[src/rtl/sdrc_wb_arbiter.sv]
// sdrc_wb_arbiter
// Round-robin Wishbone arbiter in front of a single SDRAM controller slave.
// One requester at a time owns the slave for its whole bus cycle (m_cyc_i
// high). The owner's control/address/data fields are muxed combinationally
// onto the slave port, and the slave's ack/data are routed back to it. A
// stalled strobe (no ack) for TIMEOUT cycles aborts the owner with a
// one-cycle m_err_o pulse, and the arbiter parks in an error state until the
// owner drops m_cyc_i.
//
// Ports
//   sys_clk, RESETN          clock, asynchronous active-low reset
//   sdr_init_done            new grants are blocked while low
//   m_cyc_i/m_stb_i/m_we_i   per-requester controls, bit i = requester i
//   m_sel_i/m_adr_i/m_dat_i  flattened per-requester fields, slice i = requester i
//   m_dat_o                  read data broadcast to all requesters
//   m_ack_o/m_err_o          per-requester ack / error
//   s_*_o, s_dat_i, s_ack_i  slave-side Wishbone port
//   gnt_o                    one-hot current owner, zero when none
module sdrc_wb_arbiter #(
  parameter int unsigned NUM_M   = 4,
  parameter int unsigned DW      = 32,
  parameter int unsigned AW      = 26,
  parameter int unsigned TIMEOUT = 255
) (
  input  logic                  sys_clk,
  input  logic                  RESETN,
  input  logic                  sdr_init_done,
  input  logic [NUM_M-1:0]      m_cyc_i,
  input  logic [NUM_M-1:0]      m_stb_i,
  input  logic [NUM_M-1:0]      m_we_i,
  input  logic [NUM_M*DW/8-1:0] m_sel_i,
  input  logic [NUM_M*AW-1:0]   m_adr_i,
  input  logic [NUM_M*DW-1:0]   m_dat_i,
  output logic [DW-1:0]         m_dat_o,
  output logic [NUM_M-1:0]      m_ack_o,
  output logic [NUM_M-1:0]      m_err_o,
  output logic                  s_cyc_o,
  output logic                  s_stb_o,
  output logic                  s_we_o,
  output logic [DW/8-1:0]       s_sel_o,
  output logic [AW-1:0]         s_adr_o,
  output logic [DW-1:0]         s_dat_o,
  input  logic [DW-1:0]         s_dat_i,
  input  logic                  s_ack_i,
  output logic [NUM_M-1:0]      gnt_o
);

  localparam int unsigned IW = (NUM_M > 1) ? $clog2(NUM_M) : 1;
  localparam int unsigned SW = DW / 8;
  // Compare against TIMEOUT-1 so the abort fires on the TIMEOUT-th stalled cycle.
  localparam logic [9:0] ToLast = 10'(TIMEOUT - 1);

  typedef enum logic [1:0] {StIdle, StOwn, StErr} state_e;

  state_e          state_q, state_d;
  // Index of the most recent winner; doubles as the current owner index.
  logic [IW-1:0]   last_q, last_d;
  logic [NUM_M-1:0] gnt_q, gnt_d;
  logic [9:0]      cnt_q, cnt_d;

  logic            own;
  logic            sel_cyc, sel_stb, sel_we;
  logic [SW-1:0]   sel_sel;
  logic [AW-1:0]   sel_adr;
  logic [DW-1:0]   sel_dat;
  logic            win_found;
  logic [IW-1:0]   win_idx;
  logic            timeout;

  assign own = (state_q == StOwn);

  // Owner slice select.
  always_comb begin
    sel_cyc = 1'b0;
    sel_stb = 1'b0;
    sel_we  = 1'b0;
    sel_sel = '0;
    sel_adr = '0;
    sel_dat = '0;
    for (int unsigned i = 0; i < NUM_M; i++) begin
      if (last_q == IW'(i)) begin
        sel_cyc = m_cyc_i[i];
        sel_stb = m_stb_i[i];
        sel_we  = m_we_i[i];
        sel_sel = m_sel_i[i*SW +: SW];
        sel_adr = m_adr_i[i*AW +: AW];
        sel_dat = m_dat_i[i*DW +: DW];
      end
    end
  end

  // Round-robin search starting one past the last winner.
  always_comb begin
    logic [IW-1:0] cand;
    win_found = 1'b0;
    win_idx   = last_q;
    cand      = last_q;
    for (int unsigned off = 1; off <= NUM_M; off++) begin
      cand = IW'((32'(last_q) + off) % NUM_M);
      if (!win_found && m_cyc_i[cand]) begin
        win_found = 1'b1;
        win_idx   = cand;
      end
    end
  end

  // An ack on the deadline cycle wins over the abort.
  assign timeout = own && sel_cyc && sel_stb && !s_ack_i && (cnt_q == ToLast);

  // State register.
  always_ff @(posedge sys_clk or negedge RESETN) begin
    if (!RESETN) begin
      state_q <= StIdle;
      last_q  <= IW'(NUM_M - 1);
      gnt_q   <= '0;
      cnt_q   <= '0;
    end else begin
      state_q <= state_d;
      last_q  <= last_d;
      gnt_q   <= gnt_d;
      cnt_q   <= cnt_d;
    end
  end

  // Next-state logic.
  always_comb begin
    state_d = state_q;
    last_d  = last_q;
    gnt_d   = gnt_q;
    cnt_d   = '0;
    unique case (state_q)
      StIdle: begin
        if (sdr_init_done && win_found) begin
          state_d = StOwn;
          last_d  = win_idx;
          gnt_d   = NUM_M'(1) << win_idx;
        end
      end
      StOwn: begin
        if (!sel_cyc) begin
          state_d = StIdle;
          gnt_d   = '0;
        end else if (timeout) begin
          state_d = StErr;
        end else if (sel_stb && !s_ack_i) begin
          cnt_d = cnt_q + 10'd1;
        end
      end
      StErr: begin
        if (!sel_cyc) begin
          state_d = StIdle;
          gnt_d   = '0;
        end
      end
      default: begin
        state_d = StIdle;
        gnt_d   = '0;
      end
    endcase
  end

  // Outputs: the slave port is only driven while owning; ack/data outside
  // that window are dropped.
  always_comb begin
    s_cyc_o = 1'b0;
    s_stb_o = 1'b0;
    s_we_o  = 1'b0;
    s_sel_o = '0;
    s_adr_o = '0;
    s_dat_o = '0;
    m_dat_o = '0;
    m_ack_o = '0;
    m_err_o = '0;
    if (own) begin
      s_cyc_o = sel_cyc;
      s_stb_o = sel_stb;
      s_we_o  = sel_we;
      s_sel_o = sel_sel;
      s_adr_o = sel_adr;
      s_dat_o = sel_dat;
      m_dat_o = s_dat_i;
      m_ack_o = s_ack_i ? gnt_q : '0;
      m_err_o = timeout ? gnt_q : '0;
    end
  end

  assign gnt_o = gnt_q;

endmodule

[config.mk]
export PLATFORM = sky130hd
export DESIGN_NAME = sdrc_wb_arbiter
export DESIGN_NICKNAME = d
export VERILOG_FILES = /design/src/rtl/sdrc_wb_arbiter.sv
export SDC_FILE = /design/constraint.sdc
export NUM_CORES = 1
export LEC_CHECK = 0
export CORE_AREA = 2 2 156 158
export DETAILED_ROUTE_END_ITERATION = 10
export DIE_AREA = 0 0 158 160
export DONT_BUFFER_PORTS = 1
export PLACE_DENSITY_LB_ADDON = 0.08
export SYNTH_ARGS = -nofsm -noshare
export SYNTH_HDL_FRONTEND = slang
export SYNTH_SLANG_ARGS = --single-unit
[constraint.sdc]
create_clock -name sys_clk -period 3.6 [get_ports sys_clk]
set_clock_uncertainty 0.15 [all_clocks]
set_input_delay 0.72 -clock sys_clk [delete_from_list [all_inputs] [get_ports sys_clk]]
set_output_delay 0.72 -clock sys_clk [all_outputs]
set_load 0.1 [all_outputs]
## Yosys cells after proc, flatten, opt, wreduce, memory -nomap -nowiden

Index checks and enable logic that the tools add are counted.

| operators by class | value |
|---|---|
| reductions and logical operators | 19 |
| add/sub/neg operators | 5 |
| multiplexer cells | 63 |
| $lt $le $gt $ge | 4 |
| shifts and indexed selects | 1 |
| eq/ne operators | 10 |

Operators with widths:

| operator | number |
|---|---|
| two-way mux 32 bit | 6 |
| two-way mux 26 bit | 5 |
| two-way mux 4 bit | 11 |
| two-way mux 10 bit | 4 |
| two-way mux 1 bit | 23 |
| two-way mux 2 bit | 8 |
| less-than comparator 2 x 3 -> 1 bit, second input constant | 4 |
| adder 10 x 1 -> 10 bit, second input constant | 1 |
| == test 10 x 8 -> 1 bit, second input constant | 1 |
| logical AND 1 bit | 9 |
| binary-select mux 1 bit (select 2 bit) | 4 |
| one-hot mux 4 bit (2 select lines) | 1 |
| == test 2 bit, second input constant | 3 |
| != test 2 bit, second input constant | 3 |
| one-hot mux 2 bit (3 select lines) | 1 |
| adder 2 x 1 -> 2 bit, second input constant | 2 |
| adder 2 bit, second input constant | 2 |
| == test 2 x 1 -> 1 bit, second input constant | 2 |
| logical NOT 1 bit | 4 |
| logical NOT 2 bit | 2 |
| AND reduction 2 bit | 2 |
| << shifter 1 x 2 -> 4 bit, first input constant | 1 |
| != test 3 x 2 -> 1 bit, second input constant | 1 |
| AND reduction 3 bit | 1 |
| OR reduction 2 bit | 1 |

| storage, ports and cells | value |
|---|---|
| output and inout bits | 109 |
| input bits | 296 |
| register bits after elaboration | 18 |
| word-level logic and storage cells | 106 |

## Logic depth before layout (Yosys ltp)

Gate-level depths: netlist of run 1.

| logic depth | value |
|---|---|
| depth after elaboration | 16 |
| gate-level depth with buffers | 11 |
| gate-level depth less buffers | 7 |

## Worst setup path before layout of run 1

No wires, ideal clock.

| timing | value |
|---|---|
| path type | flip-flop to output port |
| start | reg last_q[0] |
| end | out m_err_o[0] |
| buffers on the path | 2 |
| slack | -0.043 ns |
| stages on the path, launching flop included | 10 |
| arrival | 2.773 ns |
| cell sequence | dfstp_2 > buf_2 > inv_1 > ha_1 > buf_2 > nor3b_1 > a2111oi_2 > nand4_1 > nor2_1 > and2_1 |

| on the way | value |
|---|---|
| longest elaborated chain between the ends | 11 |
| elaborated cells between the ends (all ways) | 18 |
| classes of those cells | eq/ne (3); mux (10); reduce/logical (5) |

RTL lines:

| item | line | text |
|---|---|---|
| from (decl) | 57 | `logic [IW-1:0] last_q, last_d;` |
| from (signal assigned) | 114 | `last_q <= IW'(NUM_M - 1);` |
| from (signal assigned) | 119 | `last_q <= last_d;` |
| logical NOT 2 bit | 81 | `if (last_q == IW'(i)) begin` |
| two-way mux 1 bit (4 in series) | 81 |  |
| logical AND 1 bit | 108 | `assign timeout = own && sel_cyc && sel_stb && !s_ack_i && (cnt_q == ToLast);` |
| logical AND 1 bit * (3 in series) | 108 |  |
| two-way mux 4 bit * | 183 | `m_err_o = timeout ? gnt_q : '0;` |
| two-way mux 4 bit * | 174 | `if (own) begin` |
| to (decl) | 36 | `output logic [NUM_M-1:0] m_err_o,` |

Mark *: on every way between the ends. The rest lies on a longest branch, timed or not.

## Worst setup path after layout of run 1

| timing | value |
|---|---|
| start | reg last_q[0] |
| end | out m_err_o[1] |

The elaborated chain is that of the path after synthesis.

==> results.cfg, run 1 <==
[finish]
area_growth_pct = 44.62
final_common_cell = nand2_1
diodes = 0
final_cell_count_no_fill = 1078
layout_common_cells = 139 x nand2_1, 133 x a21oi_1, 97 x and2_1, 74 x o21ai_0, 71 x buf_4
utilization_pct = 25.21
layout-drive-gt1-share_pct = 19.50
nNetsFinal = 1060

[sta]
timing.fmax_mhz = 291.8
final-hold-violation-count = 0
max_slew_margin_pct = 35.07
tightest_slew_ns = 0.9739
min_period_ns = 3.427
slew_viol_final = 0
setup_viol = 0
fin_crit_sh_pct = 95.20

[floorplanning]
row_count = 57
start_util_pct = 17.43
dieHeight_um = 160
coreArea_mm2 = 0.02382
die_area_mm2 = 0.02528
die_w_um = 158
io_pins = 405

[routing]
dr_total_vias = 5142
routed_wl_mm = 20.44
via_per_inst = 4.770
firstDrtPassIters = 5
drt-wirelength-per-cell_um = 18.96
drt_iter0_markers = 349
route.detailed.drc = 0
drtAntennaViolNets = 0

[clock_network]
cts_root_buffer = clkbuf_16
clock_path_buffers = 2
cts_buffers = 3
cts.clk_slew.worst_paths_ns = 0.05
postCtsSetupRepairBufs = 0
ctsHtreeMaxLevel = 1
cts_num_sinks = 18
clock_latency_ns = 0.25
tritoncts = done

[grt]
grt_usage_pct = 14.36
antenna_found_initial = 0
grt_pass1_vias = 4736
grt_max_degree = 91
grt_pass1_wl_mm = 28.25
grt-ovfl-total = 0

[synthesis]
async_flop_share_pct = 100.0
ys_ff_latch = 18
syn-cell-area_mm2 = 0.004153
ys_seq_area_share_pct = 10.91
yosys_warnings = 0
avgSynthCellArea_um2 = 5.992
netlist_instances = 693
yosysUniqueCellTypes = 47
synth_ff_type = dfrtp_1
syn-num-nets = 998
synth_edf_count = 0

[setup_path]
critical-path-max-stage-delay_ns = 0.57
regToRegSetupSlack_ns = 0.78
critPathArrivalTime_ns = 2.56
cp.required_ns = 2.73
crit_type = reg -> out
crit_slowest_cell = dfstp_2
critPathCaptureType = output pin
path_max_fanout = 15
crit_chain = buf_4 > ha_4 > a211oi_1 > a2111oi_4 > nand4_1 > nor2_2 > and2_2 > buf_12
start_kind = flip-flop

[flow_run]
drv_cap = 0

[place]
finalWeightedCongestion = 0.8818
dpl.hpwl_mm = 16.68
port_buffers = 0
place_inst = 1073

[run_status]
status = finished clean

[min_path]
hp-class = in -> async
[per-stage QoR]
| step | hold slack [ns] | TNS (ns) | area (µm²) | setup slack, ns |
|---|---|---|---|---|
| floorplan | 0.2744 | 0 | 4158 | 0.1627 |
| global placement | 0.2756 | 0 | 5881 | 0.4117 |
| detailed placement | 0.2755 | 0 | 5881 | 0.3054 |
| CTS | 0.007312 | 0 | 5969 | 0.01098 |
| global route | 0.00004907 | -0.01731 | 6006 | -0.01184 |
| finish | 0.01218 | 0 | 6006 | 0.1730 |
[state kept, by name, indices dropped and copies added (netlist names)]
| register | count |
|---|---|
| state_q | 2 |
| cnt_q | 10 |
| last_q | 2 |
| gnt_o | 4 |
[worst paths after layout]
kind / endpoint / cells after the start / startpoint
min in group sys_clk: cnt_q[0] / 1 / cnt_q[0]
worst min register to register: cnt_q[0] / 1 / cnt_q[0]
worst min-delay path: cnt_q[2] / 0 / RESETN
worst max register to register: cnt_q[5] / 9 / last_q[1]
max in group asynchronous: cnt_q[3] / 1 / RESETN
worst max-delay path: m_err_o[1] / 8 / last_q[0]
[cell usage after synthesis, types with 8 or more instances]
cell | count | area [µm²]
nand2_1 | 139 | 521.8
a21oi_1 | 133 | 665.6
and2_1 | 101 | 631.9
o21ai_0 | 74 | 370.4
nand3b_1 | 65 | 488.0
clkbuf_1 | 37 | 138.9
buf_1 | 17 | 63.81
dfrtp_1 | 16 | 400.4
nor2_1 | 16 | 60.06
buf_2 | 12 | 60.06
ha_1 | 9 | 112.6
inv_1 | 8 | 30.03
[kinds of logic (layout without fill, tap and decap cells)]
kind of cell	count (synthesis)	in the layout	synth area share [%]
multiplexers	7	7	2.441
AND/OR/NAND/NOR	349	349	45.29
flip-flops	18	18	10.91
XOR/XNOR	7	7	1.476
buffers and inverters	75	136	7.321
adder cells (fa/ha/maj)	9	9	2.712
AO/OA/AOI/OAI	228	228	29.86
[critical path: cells and delay by family, from the launching register on]
family | cells | cell delay [ns]
AND/OR/NAND/NOR | 3 | 0.60
adder cells (fa/ha/maj) | 1 | 0.22
AO/OA/AOI/OAI | 2 | 0.50
buffers and inverters | 2 | 0.41
flip-flops | 1 | 0.57
[cell type report]
cell class                      count  area, µm²
Clock buffer                        4      88.84
Fill cell                        2723      17810
Inverter                            8      30.03
Multi-Input combinational cell    600       3458
Sequential cell                    18      452.9
Tap cell                          324      405.4
Timing Repair Buffer              124       1570
[what timing repair did]
action                     CTS  global route
resized for setup            0             6
hold endpoints to repair     0             1
hold buffers                 0             1
setup endpoints to repair    0             5
[routing by layer]
metal	track usage, %	routed length, µm
met1	17.40	8316
met2	26.54	10410
met3	2.497	1419
met4	2.457	299
met5	0	0
Power of run 1 is not shown: default switching activity piles up to over one toggle a cycle in this logic, so the estimate is an artifact.
==> run 2, diff against run 1 <==
--- a/config.mk
+++ b/config.mk
@@ -6,6 +6,7 @@
 export NUM_CORES = 1
 export LEC_CHECK = 0
 export CORE_AREA = 2 2 156 158
+export CTS_BUF_LIST = sky130_fd_sc_hd__clkbuf_8
 export DETAILED_ROUTE_END_ITERATION = 10
 export DIE_AREA = 0 0 158 160
 export DONT_BUFFER_PORTS = 1
==> run 2 against run 1 <==
Cell count unchanged. Global-route usage about the same. Worst setup slack got worse by 0.00085 ns. Critical path depth unchanged. Sequential cell count unchanged. Cell area decreased by 0.50%. Register-to-register slack improved by 0.03 ns. Maximum frequency about the same. Core utilization decreased by 0.13 points. Via count increased by 0.86%. Die area unchanged. Sequential share of layout area about the same.
==> results.cfg, run 2 (same netlist as run 1, synthesis figures left out) <==
[run_status]
status = finished clean

[sta]
slew_viol_final = 0
tightest_slew_ns = 0.9759
fin_crit_sh_pct = 95.22
max_slew_margin_pct = 34.94
final-hold-violation-count = 0
setup_viol = 0
tns_ns = 0
rsz0062_at_grt = yes
min_period_ns = 3.428
timing.fmax_mhz = 291.7
hold_slack_ns = 0.1460

[routing]
via_per_inst = 4.811
routed_wl_mm = 20.51
firstDrtPassIters = 5
drt-wirelength-per-cell_um = 19.03
route.detailed.drc = 0
drtAntennaViolNets = 0
dr_total_vias = 5186
drt_iter0_markers = 355

[flow_run]
drv_cap = 0

[grt]
grt-ovfl-total = 0
grt_pass1_wl_mm = 28.28
grt_pass1_vias = 4739
grt_max_degree = 91
antenna_found_initial = 0
grt_usage_pct = 14.38

[setup_path]
path_depth = 8
crit_chain = buf_4 > ha_4 > a211oi_1 > a2111oi_4 > nand4_1 > nor2_2 > and2_2 > buf_12
cp.required_ns = 2.73
critical-path-max-stage-delay_ns = 0.58
critPathCaptureType = output pin
crit_type = reg -> out
rr_worst_depth = 9
path_max_fanout = 15
cp_top_family = simple AND/OR/NAND/NOR gates
start_kind = flip-flop
critPathArrivalTime_ns = 2.56
crit_slowest_cell = dfstp_2
path_buf_inv = 2

[finish]
final_common_cell = nand2_1
layout-drive-gt1-share_pct = 19.50
utilization_pct = 25.09
diodes = 0
nNetsFinal = 1060
layout_common_cells = 139 x nand2_1, 133 x a21oi_1, 97 x and2_1, 73 x o21ai_0, 70 x buf_4
largest_reg_flops = 10
fillers = 2724
area_growth_pct = 43.90
largest_register = cnt_q

[floorplanning]
die_area_mm2 = 0.02528
start_util_pct = 17.43
dieHeight_um = 160
row_count = 57
coreArea_mm2 = 0.02382
die_w_um = 158
io_pins = 405

[place]
dpl.hpwl_mm = 16.68
finalWeightedCongestion = 0.8818
port_buffers = 0

[clock_network]
tritoncts = done
cts_root_buffer = clkbuf_8
postCtsSetupRepairBufs = 0
cts_buffers = 3
cts_num_sinks = 18
clock_latency_ns = 0.26
ctsHtreeMaxLevel = 1
clock_path_buffers = 2
cts.clk_slew.worst_paths_ns = 0.08

[min_path]
hp-class = in -> async
[run 2: stage by stage]
step	instance area (µm²)	setup slack, ns	std cells
4_1_cts	5946	0.005996	1078
5_1_grt	5976	-0.01899	1078
3_5_place_dp	5881	0.3054	1073
2_1_floorplan	4158	0.1627	693
6_report	5976	0.1721	1078
3_3_place_gp	5881	0.4117	1073
[run 2: timing repair]
item | CTS | global route
gates resized for setup | 0 | 8
endpoints found under the hold margin | 16 | 0
endpoints found under the setup margin | 0 | 6
hold buffers | 1 | 0
[run 2: worst paths after layout]
kind	from	endpoint	slack [ns]
worst max register to register	last_q[0]	cnt_q[5]	0.81
worst min register to register	cnt_q[0]	cnt_q[0]	0.38
max in group asynchronous	RESETN	cnt_q[8]	1.96
worst min-delay path	RESETN	last_q[0]	0.15
min in group sys_clk	cnt_q[0]	cnt_q[0]	0.38
worst max-delay path	last_q[0]	m_err_o[1]	0.17
[run 2: layer usage]
layer,up-vias,global-route usage (%),routed length [µm]
met5,-,0,0
met4,0,2.457,274
met3,15,2.388,1534
met2,241,26.72,10520
met1,2428,17.39,8184
li1,2502,-,-
[run 2: final cells by class]
type / count / area [µm²] / area share (%)
multi-input cells: 600 / 3458 / 57.87
repair buffers: 124 / 1574 / 26.34
flip-flops and latches: 18 / 452.9 / 7.580
well taps: 324 / 405.4 / 6.784
clock buffers: 4 / 55.05 / 0.9213
inverters: 8 / 30.03 / 0.5025
Power of run 2 is left out for the same reason.
